**src/rtl/deser_pkg.sv**
```systemverilog
// Shared types for the multi-lane deserializer.
//   state_t       : receive FSM states
//   MSB_FIRST_OFF : first beat carries the lowest word bits
//   MSB_FIRST_ON  : first beat carries the highest word bits
package deser_pkg;

  typedef enum logic {
    IDLE = 1'b0,
    RECV = 1'b1
  } state_t;

  localparam bit MSB_FIRST_OFF = 1'b0;
  localparam bit MSB_FIRST_ON  = 1'b1;

endpackage

```
**src/rtl/deser_multilane_if.sv**
```systemverilog
// Serial-in / word-out bus of the multi-lane deserializer.
//   master : link + consumer side (drives serial_in, start, out_ready)
//   slave  : deserializer side (drives data_out, out_valid, status flags)
interface deser_multilane_if #(
  parameter int unsigned WIDTH = 8,
  parameter int unsigned LANES = 1
);
  logic [LANES-1:0] serial_in;
  logic             start;
  logic [WIDTH-1:0] data_out;
  logic             out_valid;
  logic             out_ready;
  logic             synced;
  logic             frame_err;
  logic             overflow;

  modport master (
    output serial_in, start, out_ready,
    input  data_out, out_valid, synced, frame_err, overflow
  );

  modport slave (
    input  serial_in, start, out_ready,
    output data_out, out_valid, synced, frame_err, overflow
  );
endinterface

```
**src/rtl/deser_fifo.sv**
```systemverilog
// First-word-fall-through word FIFO.
//   push/push_data : write request (accepted when not full, or full with pop)
//   pop            : consumer ready; pops only when a word is present
//   head_c         : oldest word, '0 when empty
//   valid_c        : FIFO not empty
//   drop_c         : push refused because full with no simultaneous pop
module deser_fifo #(
  parameter int unsigned WIDTH      = 8,
  parameter int unsigned FIFO_DEPTH = 2
) (
  input  logic             clk,
  input  logic             rst_n,
  input  logic             push,
  input  logic [WIDTH-1:0] push_data,
  input  logic             pop,
  output logic [WIDTH-1:0] head_c,
  output logic             valid_c,
  output logic             drop_c
);
  localparam int unsigned PTR_W = (FIFO_DEPTH > 1) ? $clog2(FIFO_DEPTH) : 1;
  localparam int unsigned OCC_W = $clog2(FIFO_DEPTH + 1);

  logic [WIDTH-1:0] mem_q [FIFO_DEPTH];
  logic [PTR_W-1:0] wr_ptr_q, rd_ptr_q;
  logic [OCC_W-1:0] occ_q;
  logic             empty_c, full_c, pop_c, push_ok_c;

  function automatic logic [PTR_W-1:0] ptr_inc(input logic [PTR_W-1:0] p);
    return (p == PTR_W'(FIFO_DEPTH - 1)) ? '0 : p + PTR_W'(1);
  endfunction

  assign empty_c   = (occ_q == '0);
  assign full_c    = (occ_q == OCC_W'(FIFO_DEPTH));
  assign pop_c     = pop && !empty_c;
  // A pop in the same cycle frees the slot the push needs.
  assign push_ok_c = push && (!full_c || pop_c);
  assign drop_c    = push && full_c && !pop_c;

  assign valid_c = !empty_c;
  assign head_c  = empty_c ? '0 : mem_q[rd_ptr_q];

  // Pointers and occupancy.
  always_ff @(posedge clk or negedge rst_n) begin
    if (!rst_n) begin
      wr_ptr_q <= '0;
      rd_ptr_q <= '0;
      occ_q    <= '0;
    end else begin
      if (push_ok_c) wr_ptr_q <= ptr_inc(wr_ptr_q);
      if (pop_c)     rd_ptr_q <= ptr_inc(rd_ptr_q);
      if (push_ok_c && !pop_c)      occ_q <= occ_q + OCC_W'(1);
      else if (!push_ok_c && pop_c) occ_q <= occ_q - OCC_W'(1);
    end
  end

  // Storage; contents are don't-care while the slot is unoccupied.
  always_ff @(posedge clk) begin
    if (push_ok_c) mem_q[wr_ptr_q] <= push_data;
  end
endmodule

```
**src/rtl/deser_multilane.sv**
```systemverilog
// Multi-lane start-framed deserializer with FWFT output buffering.
//   clk, rst_n : clock, asynchronous active-low reset
//   bus.slave  : serial_in/start in, data_out/out_valid/out_ready word handshake,
//                synced (receiving), frame_err (abort pulse), overflow (sticky drop)
module deser_multilane
  import deser_pkg::*;
#(
  parameter int unsigned WIDTH      = 8,
  parameter int unsigned LANES      = 1,
  parameter bit          MSB_FIRST  = MSB_FIRST_OFF,
  parameter int unsigned FIFO_DEPTH = 2
) (
  input logic             clk,
  input logic             rst_n,
  deser_multilane_if.slave bus
);
  localparam int unsigned BEATS = WIDTH / LANES;
  localparam int unsigned CNT_W = (BEATS > 1) ? $clog2(BEATS) : 1;

  if ((WIDTH % LANES) != 0) begin : g_chk_width
    $error("deser_multilane: WIDTH must be a multiple of LANES");
  end
  if (FIFO_DEPTH < 1) begin : g_chk_depth
    $error("deser_multilane: FIFO_DEPTH must be at least 1");
  end

  state_t           state_q, state_d;
  logic [CNT_W-1:0] cnt_q, cnt_d;
  logic [WIDTH-1:0] shift_q, shift_d;
  logic [WIDTH-1:0] word_c;
  logic [LANES-1:0] beat_c;
  logic             frame_err_q, frame_err_d;
  logic             overflow_q;
  logic             push_c, drop_c;

  // Word assembly by shifting: after B beats every beat sits at its final position.
  if (MSB_FIRST) begin : g_msb
    // Lane j of a beat lands on the lower-numbered side, so lanes are reversed.
    for (genvar j = 0; j < LANES; j++) begin : g_rev
      assign beat_c[LANES-1-j] = bus.serial_in[j];
    end
    if (BEATS == 1) begin : g_one
      assign word_c = beat_c;
    end else begin : g_many
      assign word_c = {shift_q[WIDTH-LANES-1:0], beat_c};
    end
  end else begin : g_lsb
    assign beat_c = bus.serial_in;
    if (BEATS == 1) begin : g_one
      assign word_c = beat_c;
    end else begin : g_many
      assign word_c = {beat_c, shift_q[WIDTH-1:LANES]};
    end
  end

  // State and datapath registers.
  always_ff @(posedge clk or negedge rst_n) begin
    if (!rst_n) begin
      state_q     <= IDLE;
      cnt_q       <= '0;
      shift_q     <= '0;
      frame_err_q <= 1'b0;
      overflow_q  <= 1'b0;
    end else begin
      state_q     <= state_d;
      cnt_q       <= cnt_d;
      shift_q     <= shift_d;
      frame_err_q <= frame_err_d;
      overflow_q  <= overflow_q | drop_c;
    end
  end

  // Next state; start always wins over completing the current word.
  always_comb begin
    state_d     = state_q;
    cnt_d       = cnt_q;
    shift_d     = shift_q;
    frame_err_d = 1'b0;
    push_c      = 1'b0;
    case (state_q)
      IDLE: begin
        if (bus.start) begin
          state_d = RECV;
          cnt_d   = '0;
          shift_d = '0;
        end
      end
      RECV: begin
        if (bus.start) begin
          frame_err_d = 1'b1;
          cnt_d       = '0;
          shift_d     = '0;
        end else begin
          shift_d = word_c;
          if (cnt_q == CNT_W'(BEATS - 1)) begin
            push_c  = 1'b1;
            state_d = IDLE;
            cnt_d   = '0;
          end else begin
            cnt_d = cnt_q + CNT_W'(1);
          end
        end
      end
      default: state_d = IDLE;
    endcase
  end

  deser_fifo #(
    .WIDTH      (WIDTH),
    .FIFO_DEPTH (FIFO_DEPTH)
  ) u_fifo (
    .clk       (clk),
    .rst_n     (rst_n),
    .push      (push_c),
    .push_data (word_c),
    .pop       (bus.out_ready),
    .head_c    (bus.data_out),
    .valid_c   (bus.out_valid),
    .drop_c    (drop_c)
  );

  assign bus.synced    = (state_q == RECV);
  assign bus.frame_err = frame_err_q;
  assign bus.overflow  = overflow_q;
endmodule

```
**src/flat_wrapper.sv**
```systemverilog
// flat-port wrapper written by rule: the top's interface ports become plain ports
module deser_multilane_flat import deser_pkg::*;
#(
  parameter int unsigned WIDTH      = 8,
  parameter int unsigned LANES      = 1,
  parameter bit          MSB_FIRST  = MSB_FIRST_OFF,
  parameter int unsigned FIFO_DEPTH = 2
)
  (clk, rst_n, bus_serial_in, bus_start, bus_out_ready, bus_data_out, bus_out_valid, bus_synced, bus_frame_err, bus_overflow);
  deser_multilane_if #(.WIDTH(WIDTH), .LANES(LANES)) bus_i ();
  input logic clk;
  input logic rst_n;
  input wire logic [$bits(bus_i.serial_in)-1:0] bus_serial_in;
  input wire logic [$bits(bus_i.start)-1:0] bus_start;
  input wire logic [$bits(bus_i.out_ready)-1:0] bus_out_ready;
  output wire logic [$bits(bus_i.data_out)-1:0] bus_data_out;
  output wire logic [$bits(bus_i.out_valid)-1:0] bus_out_valid;
  output wire logic [$bits(bus_i.synced)-1:0] bus_synced;
  output wire logic [$bits(bus_i.frame_err)-1:0] bus_frame_err;
  output wire logic [$bits(bus_i.overflow)-1:0] bus_overflow;
  assign bus_i.serial_in = bus_serial_in;
  assign bus_i.start = bus_start;
  assign bus_i.out_ready = bus_out_ready;
  assign bus_data_out = bus_i.data_out;
  assign bus_out_valid = bus_i.out_valid;
  assign bus_synced = bus_i.synced;
  assign bus_frame_err = bus_i.frame_err;
  assign bus_overflow = bus_i.overflow;
  deser_multilane #(.WIDTH(WIDTH), .LANES(LANES), .MSB_FIRST(MSB_FIRST), .FIFO_DEPTH(FIFO_DEPTH)) u_core (.clk(clk), .rst_n(rst_n), .bus(bus_i));
endmodule
```
**config.mk**
```make
export PLATFORM = sky130hd
export DESIGN_NAME = deser_multilane_flat
export DESIGN_NICKNAME = d
export VERILOG_FILES = /design/src/rtl/deser_pkg.sv /design/src/rtl/deser_multilane_if.sv /design/src/rtl/deser_fifo.sv /design/src/rtl/deser_multilane.sv /design/src/flat_wrapper.sv
export SDC_FILE = /design/constraint.sdc
export NUM_CORES = 1
export LEC_CHECK = 0
export ABC_AREA = 1
export CAP_MARGIN = 25
export CORE_MARGIN = 4
export CORE_UTILIZATION = 35
export CTS_CLUSTER_SIZE = 40
export DETAILED_ROUTE_END_ITERATION = 8
export REMOVE_ABC_BUFFERS = 1
export SLEW_MARGIN = 25
export SYNTH_ARGS = -nofsm -noshare
export SYNTH_HDL_FRONTEND = slang
export SYNTH_SLANG_ARGS = --single-unit
```
**constraint.sdc**
```tcl
create_clock -name clk -period 3 [get_ports clk]
set_clock_uncertainty 0.05 [all_clocks]
set_input_delay 0.75 -clock clk [delete_from_list [all_inputs] [get_ports clk]]
set_output_delay 0.75 -clock clk [all_outputs]
set_load 0.05 [all_outputs]
```
## Yosys cells after proc, flatten, opt, wreduce, memory -nomap -nowiden

Memories as Yosys holds them, arrays and structs flattened.
Cells that the tools add are included.
Widths: inputs -> output; s select.

- Logic and storage cells: 54
- Register bits after elaboration: 18
- Input port bits: 5
- Output and inout bits: 12
- Memories: 1
- Memory bits (writable): 16

- Add/sub/neg operators: 5
- Bitwise gates (word level): 2
- Multiplexer cells: 22
- Reductions and logical operators: 13
- Eq/ne operators: 3

Memories:

| memory | depth | bits a word | rd ports | clocked after Yosys merged registers in | write ports | RTL line | RTL |
|---|---|---|---|---|---|---|---|
| u_core.u_fifo.mem_q | 2 | 8 | 1 | 0 | 1 | deser_fifo.sv:23 | `logic [WIDTH-1:0] mem_q [FIFO_DEPTH];` |

Operators by type and width:

| cell | count |
|---|---|
| $mux 8 | 3 |
| $pmux 8 s2 | 1 |
| $mux 1 | 11 |
| $mux 3 | 3 |
| $logic_and 1x1->1 | 6 |
| $pmux 3 s2 | 1 |
| $logic_not 1->1 | 4 |
| $mux 2 | 2 |
| $add 3x1->3 const B | 1 |
| $eq 3x3->1 const B | 1 |
| $add 1x1->1 const B | 2 |
| $add 2x1->2 const B | 1 |
| $eq 2x2->1 const B | 1 |
| $logic_not 2->1 | 1 |
| $ne 2x2->1 const B | 1 |
| $pmux 1 s2 | 1 |
| $reduce_bool 2->1 | 1 |
| $sub 2x1->2 const B | 1 |
| $logic_or 1x1->1 | 1 |
| $not 1->1 | 1 |
| $or 1x1->1 | 1 |

## Longest topological paths before layout

Gate-level depths: netlist of the first run.

- Depth after elaboration: 9
- Depth in mapped cells: 12

## Modules after synthesis

Synthesis of the first run repeated with hierarchy kept, for this count alone.

- Cell total of the unflattened synthesis: 134
- Area, all modules: 1402.6 µm²

Modules (own cells, without submodules):

| module | cells each | area an instance (µm²) | times used |
|---|---|---|---|
| deser_fifo | 76 | 857.1 | 1 |
| deser_multilane | 58 | 545.5 | 1 |

## Least setup slack after synthesis of the first run

Ideal clock, no wire load.

- Path kind: register to output
- From: reg u_core.u_fifo.occ_q[0]
- To: out bus_data_out[0]
- Slack: 0.381 ns
- Stages on the path, launching flop included: 5
- Data arrival time: 1.819 ns
- Path through: dfrtp_1 inv_1 nand2_1 inv_1 a21oi_1

- Longest elaborated chain between the ends: 2

Ends and longest elaborated chain:

| item | RTL line | RTL |
|---|---|---|
| start, declared | deser_fifo.sv:25 | `logic [OCC_W-1:0] occ_q;` |
| start signal, assigned | deser_fifo.sv:51 | `if (push_ok_c && !pop_c) occ_q <= occ_q + OCC_W'(1);` |
| start signal, assigned | deser_fifo.sv:52 | `else if (!push_ok_c && pop_c) occ_q <= occ_q - OCC_W'(1);` |
| $logic_not 2->1 | deser_fifo.sv:32 | `assign empty_c = (occ_q == '0);` |
| $mux 8 | deser_fifo.sv:40 | `assign head_c = empty_c ? '0 : mem_q[rd_ptr_q];` |
| end, declared | flat_wrapper.sv:16 | `output wire logic [$bits(bus_i.data_out)-1:0] bus_data_out;` |

No other way between the ends.

## Worst setup path after layout of the first run

- From: reg u_core.u_fifo.occ_q[0]
- To: out bus_data_out[3]

The elaborated chain is that of the path after synthesis.

==> results.sh, run 1 <==
export IMPL_grt_max_degree=18
export IMPL_cp_required_ns=2.20
export IMPL_leakage_nw=0.7124
export IMPL_setup_viol=0
export IMPL_post_route_cell_area_mm2=0.001647
export IMPL_hold_viol_final=0
export IMPL_yosysWarnings=0
export IMPL_start_kind="flop"
export IMPL_yosysSeqAreaShare_pct=67.47
export IMPL_wl_per_cell_um=11.01
export IMPL_clk_latency_ns=0.28
export IMPL_clock_root_buffer="clkbuf_8"
export IMPL_fp_row_count=22
export IMPL_post_cts_buffers=0
export IMPL_cts_tree="built"
export IMPL_worst_pin_slew_ns=0.7699
export IMPL_crit_path_end_kind="primary output"
export IMPL_cts_sinks=33
export IMPL_ioPinCount=17
export IMPL_power_w=0.001367
export IMPL_syn_avg_cell_area_um2=10.91
export IMPL_setup_tns_final_ns=0
export IMPL_drtIter0Drc=30
export IMPL_fin_crit_sh_pct=92.81
export IMPL_synthCells=123
export IMPL_antenna_found_initial=0
export IMPL_worstSetupPathType="reg2out"
export IMPL_drive_above_1_share_pct=7.483
export IMPL_cts_hold_buffers_added=0
export IMPL_slew_viol_final=0
export IMPL_status="complete, no violations"
export IMPL_path_clk_slew_ns=0.06
export IMPL_preCtsSetupSlack_ns=0.5061
export IMPL_core_mm2=0.003689
export IMPL_relSlewSlack_pct=48.51
export IMPL_post_cts_resized=0
export IMPL_die_width_um=69.94
export IMPL_grt_usage_pct=10.33
export IMPL_num_vias=872
export IMPL_cp_arrival_ns=1.98
export IMPL_first_pass_iters=4
export IMPL_peakVddDrop_mv=0.3490
export IMPL_dieArea_mm2=0.004891
export IMPL_post_route_worst_setup_slack_ns=0.2157
export IMPL_syn_area_mm2=0.001343
export IMPL_clockBufferDepth=2
export IMPL_grt_setup_unrepaired="false"
export IMPL_fin_crit_ns=2.784
export IMPL_cap_violations=0
export IMPL_numCtsBuffers=5
export IMPL_powerDensity_mw_per_mm2=830.2
export IMPL_yosysUniqueCellTypes=18
export IMPL_min_path_type="reg2reg"
export IMPL_diodes=0
export IMPL_start_util_pct=36.40
export IMPL_grt_pass1_vias=887
export IMPL_ant_nets=0
export IMPL_h_tree_depth=2
export IMPL_finalWirelength_mm=2.147
export IMPL_synth_seq_cells=33
export IMPL_crit_path_max_fanout=8
export IMPL_port_buffers=16
export IMPL_nets=154
export IMPL_via_per_inst=4.472
export IMPL_grt_pass1_wl_mm=4.015
export IMPL_hpwl_mm=1.624
export IMPL_area_growth_pct=22.65
export IMPL_fin_util_pct=44.64
export IMPL_post_route_drc_count=0
export IMPL_grt_overflow=0
export IMPL_gp_congestion=0.6925
export IMPL_die_h_um=69.94
export IMPL_max_freq_mhz=359.2
export IMPL_placed_cell_area_mm2=0.001565
[flip-flops by register name, indices dropped and copies added, names as in the netlist]
register and count:
u_core.u_fifo.mem_q 16, u_core.shift_q 7, u_core.cnt_q 3, u_core.u_fifo.occ_q 2, u_core.bus.frame_err 1, u_core.bus.overflow 1
u_core.bus.synced 1, u_core.u_fifo.rd_ptr_q 1, u_core.u_fifo.wr_ptr_q 1
[layout by cell type (no fill, tap or decap)]
cell type and n:
nor2_4 2, xor2_1 1, clkdlybuf4s50_1 16, nand4_1 1, clkinv_1 3, xnor2_1 1
nand2_4 1, clkbuf_8 5, nand3_1 5, nor2_1 2, o21ai_0 3, edfxtp_1 16
inv_1 20, dfrtp_1 17, clkinv_2 1, a21oi_1 9, ha_1 3, nand2_1 34
buf_4 1, o22ai_1 5, nand2_2 1
[worst max-delay path, stage by stage, from the launching register on]
cell and delay [ns]:
dfrtp_1 0.41, inv_1 0.07, nand2_1 0.11, inv_1 0.13, a21oi_1 0.16, clkdlybuf4s50_1 0.82
[power by group]
part           switching [W]  internal (W)  leakage (nW)
Combinational       0.000359      0.000164         0.307
Clock               0.000149      0.000156        0.0430
Sequential         0.0000351      0.000504         0.363
[Yosys cell counts (all sizes together)]
cell type,instances,area [um2]
nand3,5,25.02
o21ai,3,15.01
buf,1,5.000
xor2,1,8.760
nand2,36,145.1
nor2,4,30.03
dfrtp,17,425.4
nand4,1,6.260
ha,3,37.54
inv,20,75.07
o22ai,5,31.28
xnor2,1,8.760
edfxtp,16,480.5
a21oi,9,45.04
clkinv,1,3.750
[stage by stage]
stage | hold slack [ns] | std cells
5_1_grt | 0.4340 | 195
2_1_floorplan | 0.3919 | 122
3_3_place_gp | 0.3949 | 187
6_report | 0.4212 | 195
4_1_cts | 0.4244 | 195
3_5_place_dp | 0.4114 | 187
[cells by family (layout without fill, tap and decap cells)]
| family | after synthesis | after routing | synth area share, % |
|---|---|---|---|
| AOI/OAI and AO/OA | 17 | 17 | 6.803 |
| xor gates and xnor gates | 2 | 2 | 1.305 |
| buffers and inverters | 22 | 46 | 6.243 |
| adders and majority gates | 3 | 3 | 2.796 |
| and+or+nand+nor | 46 | 46 | 15.38 |
| DFF | 33 | 33 | 67.47 |
[final timing paths]
kind	from	end	slack [ns]	depth (start not counted)
min reg2reg	u_core.bus.overflow$_DFF_PN0_	u_core.bus.overflow$_DFF_PN0_	0.42	2
max	u_core.u_fifo.occ_q[0]$_DFFE_PN0P_	bus_data_out[3]	0.22	5
min	u_core.bus.overflow$_DFF_PN0_	u_core.bus.overflow$_DFF_PN0_	0.42	2
min in group asynchronous	rst_n	u_core.cnt_q[2]$_DFFE_PN0P_	0.87	1
max in group asynchronous	rst_n	u_core.cnt_q[0]$_DFFE_PN0P_	1.55	1
max reg2reg	u_core.cnt_q[0]$_DFFE_PN0P_	u_core.u_fifo.occ_q[1]$_DFFE_PN0P_	1.24	11
[metal layers]
layer / vias up / share of wire (%) / track usage [%] / routed length (um)
met5: - / 0 / 0 / 0
met4: 0 / 1.6 / 4.468 / 35
met3: 4 / 5.4 / 4.317 / 117
met2: 22 / 45 / 15.32 / 967
met1: 395 / 48 / 13.19 / 1027
li1: 451 / - / - / -
[area by class of cell]
| cell class | count | area (um2) |
|---|---|---|
| fill | 366 | 2042 |
| sequential | 33 | 905.9 |
| multi-input combinational | 68 | 352.8 |
| timing repair buffer | 17 | 167.7 |
| inverter | 21 | 78.83 |
| clock buffer | 5 | 68.82 |
| tap | 48 | 60.06 |
| clock inverter | 3 | 12.51 |
Power figures use the tool's default switching activity.
==> inputs of run 2 (changes only) <==
Settings changed: CTS_CLUSTER_SIZE 40 to default, TNS_END_PERCENT from default to 50.
Clock period 3 ns to 3.3 ns, I/O delays scaled along.
==> run 2 against run 1 <==
  * Cell area is 2.7% higher
  * Sequential share of layout area is 1.5 points lower
  * Register-to-register slack better by 0.24 ns
==> results.sh, run 2 (synthesized netlist as in run 1, its figures left out) <==
export IMPL_status="complete, no violations"
export IMPL_clock_root_buffer="clkbuf_8"
export IMPL_cts_sinks=33
export IMPL_max_freq_mhz=348.6
export IMPL_hpwl_mm=1.614
export IMPL_hold_viol_final=0
export IMPL_dieArea_mm2=0.004891
export IMPL_ioPinCount=17
export IMPL_peakVddDrop_mv=0.4713
export IMPL_largest_reg_flops=16
export IMPL_regToRegEndpoint="u_core.u_fifo.mem_q[1][6]$_DFFE_PP_"
export IMPL_port_buffers=16
export IMPL_cap_violations=0
export IMPL_post_route_drc_count=0
export IMPL_path_clk_slew_ns=0.06
export IMPL_fin_crit_sh_pct=86.92
export IMPL_grt_setup_unrepaired="false"
export IMPL_ant_nets=0
export IMPL_clk_latency_ns=0.28
export IMPL_nets=153
export IMPL_die_width_um=69.94
export IMPL_hold_path_depth=2
export IMPL_core_mm2=0.003689
export IMPL_min_path_type="reg2reg"
export IMPL_post_route_worst_setup_slack_ns=0.4316
export IMPL_reg2reg_from="u_core.cnt_q[0]$_DFFE_PN0P_"
export IMPL_slew_viol_final=0
export IMPL_final_common_cell="nand2_1"
export IMPL_grt_max_degree=18
export IMPL_regArea_um2=905.9
export IMPL_clockBufferDepth=2
export IMPL_worst_pin_slew_ns=0.7550
export IMPL_grt_pass1_wl_mm=3.926
export IMPL_setup_viol=0
export IMPL_cp_arrival_ns=1.99
export IMPL_grt_overflow=0
export IMPL_r2r_cells=6
export IMPL_die_h_um=69.94
export IMPL_cp_required_ns=2.42
export IMPL_cts_hold_buffers_added=0
export IMPL_first_pass_iters=4
export IMPL_grt_usage_pct=10.51
export IMPL_relSlewSlack_pct=49.51
export IMPL_placed_cell_area_mm2=0.001558
export IMPL_num_vias=850
export IMPL_gp_congestion=0.7444
export IMPL_drtIter0Drc=19
export IMPL_r2r_setup_slack_ns=1.48
export IMPL_post_route_cell_area_mm2=0.001692
export IMPL_start_util_pct=36.40
export IMPL_multi_input_area_um2=352.8
export IMPL_mostFrequentLayoutCells="34 x nand2_1, 20 x inv_1, 17 x dfrtp_1, 16 x clkdlybuf4s50_1, 16 x edfxtp_1"
export IMPL_grt_pass1_vias=880
export IMPL_min_to="u_core.bus.overflow$_DFF_PN0_"
export IMPL_antenna_found_initial=0
export IMPL_largestRegisters="u_core.u_fifo.mem_q (16), u_core.shift_q (7), u_core.cnt_q (3)"
export IMPL_fin_util_pct=45.86
export IMPL_fin_crit_ns=2.868
export IMPL_regMostFlops="u_core.u_fifo.mem_q"
export IMPL_numCtsBuffers=5
export IMPL_wl_per_cell_um=11.24
export IMPL_leakage_nw=0.7321
export IMPL_cts_tree="built"
export IMPL_diodes=0
export IMPL_via_per_inst=4.381
export IMPL_drive_above_1_share_pct=8.219
export IMPL_area_growth_pct=26.00
export IMPL_preCtsSetupSlack_ns=0.5798
export IMPL_setup_tns_final_ns=0
export IMPL_post_cts_buffers=0
export IMPL_crit_path_end_kind="primary output"
export IMPL_fill_cells=349
export IMPL_powerDensity_mw_per_mm2=835.2
export IMPL_crit_path_start="u_core.u_fifo.rd_ptr_q$_DFFE_PN0N_"
export IMPL_post_cts_resized=0
export IMPL_crit_path_max_fanout=9
export IMPL_fp_row_count=22
export IMPL_finalWirelength_mm=2.180
export IMPL_h_tree_depth=2
export IMPL_hp_start="u_core.bus.overflow$_DFF_PN0_"
export IMPL_worstSetupPathType="reg2out"
export IMPL_start_kind="flop"
## run 2: where the power goes
| group | total [W] | switching, W | internal [W] |
|---|---|---|---|
| clock | 0.000446 | 0.000146 | 0.000300 |
| sequential | 0.000489 | 0.0000309 | 0.000458 |
| combinational | 0.000478 | 0.000329 | 0.000149 |
| total | 0.00141 | 0.000506 | 0.000907 |
## run 2: routing by layer
metal	track usage, %	vias up	wire (um)	share of wire, %
met5	0	-	0	0
met1	12.73	386	1046	48
met2	15.63	19	944	43
met3	4.604	5	133	6.1
met4	5.745	0	57	2.6
li1	-	440	-	-
## run 2: worst max-delay path, cell delays in order (launching register included)
cell,delay [ns]
dfrtp_1,0.47
clkinv_1,0.20
nand2_1,0.08
a21oi_1,0.14
clkdlybuf4s50_1,0.82
## run 2: cell type report
| class | instances | area share [%] |
|---|---|---|
| clock buffers | 5 | 4.068 |
| clock inverters | 3 | 3.846 |
| inverters | 21 | 4.660 |
| multi-input cells | 68 | 20.86 |
| flip-flops and latches | 33 | 53.55 |
| well taps | 48 | 3.550 |
| repair buffers | 16 | 9.467 |
## run 2: worst max-delay path by stage
stage                                          end  slack (ns)  depth (start not counted)
3_5_place_dp   u_core.u_fifo.mem_q[1][0]$_DFFE_PP_        0.58                          6
3_3_place_gp   u_core.u_fifo.mem_q[1][1]$_DFFE_PP_        0.67                          6
5_1_grt                            bus_data_out[1]        0.28                          4
6_report                           bus_data_out[7]        0.43                          4
4_1_cts                            bus_data_out[2]        0.42                          4
2_1_floorplan                      bus_data_out[0]        0.61                          4
## run 2: through the flow
stage,hold slack [ns],power (W),cells
final,0.4155,0.001413,194
after global routing,0.4453,0.001486,194
after CTS,0.4218,0.001430,194
after detailed placement,0.4071,0.0009802,186
after global placement,0.3974,0.0009718,186
after floorplan,0.3919,0.0008258,122
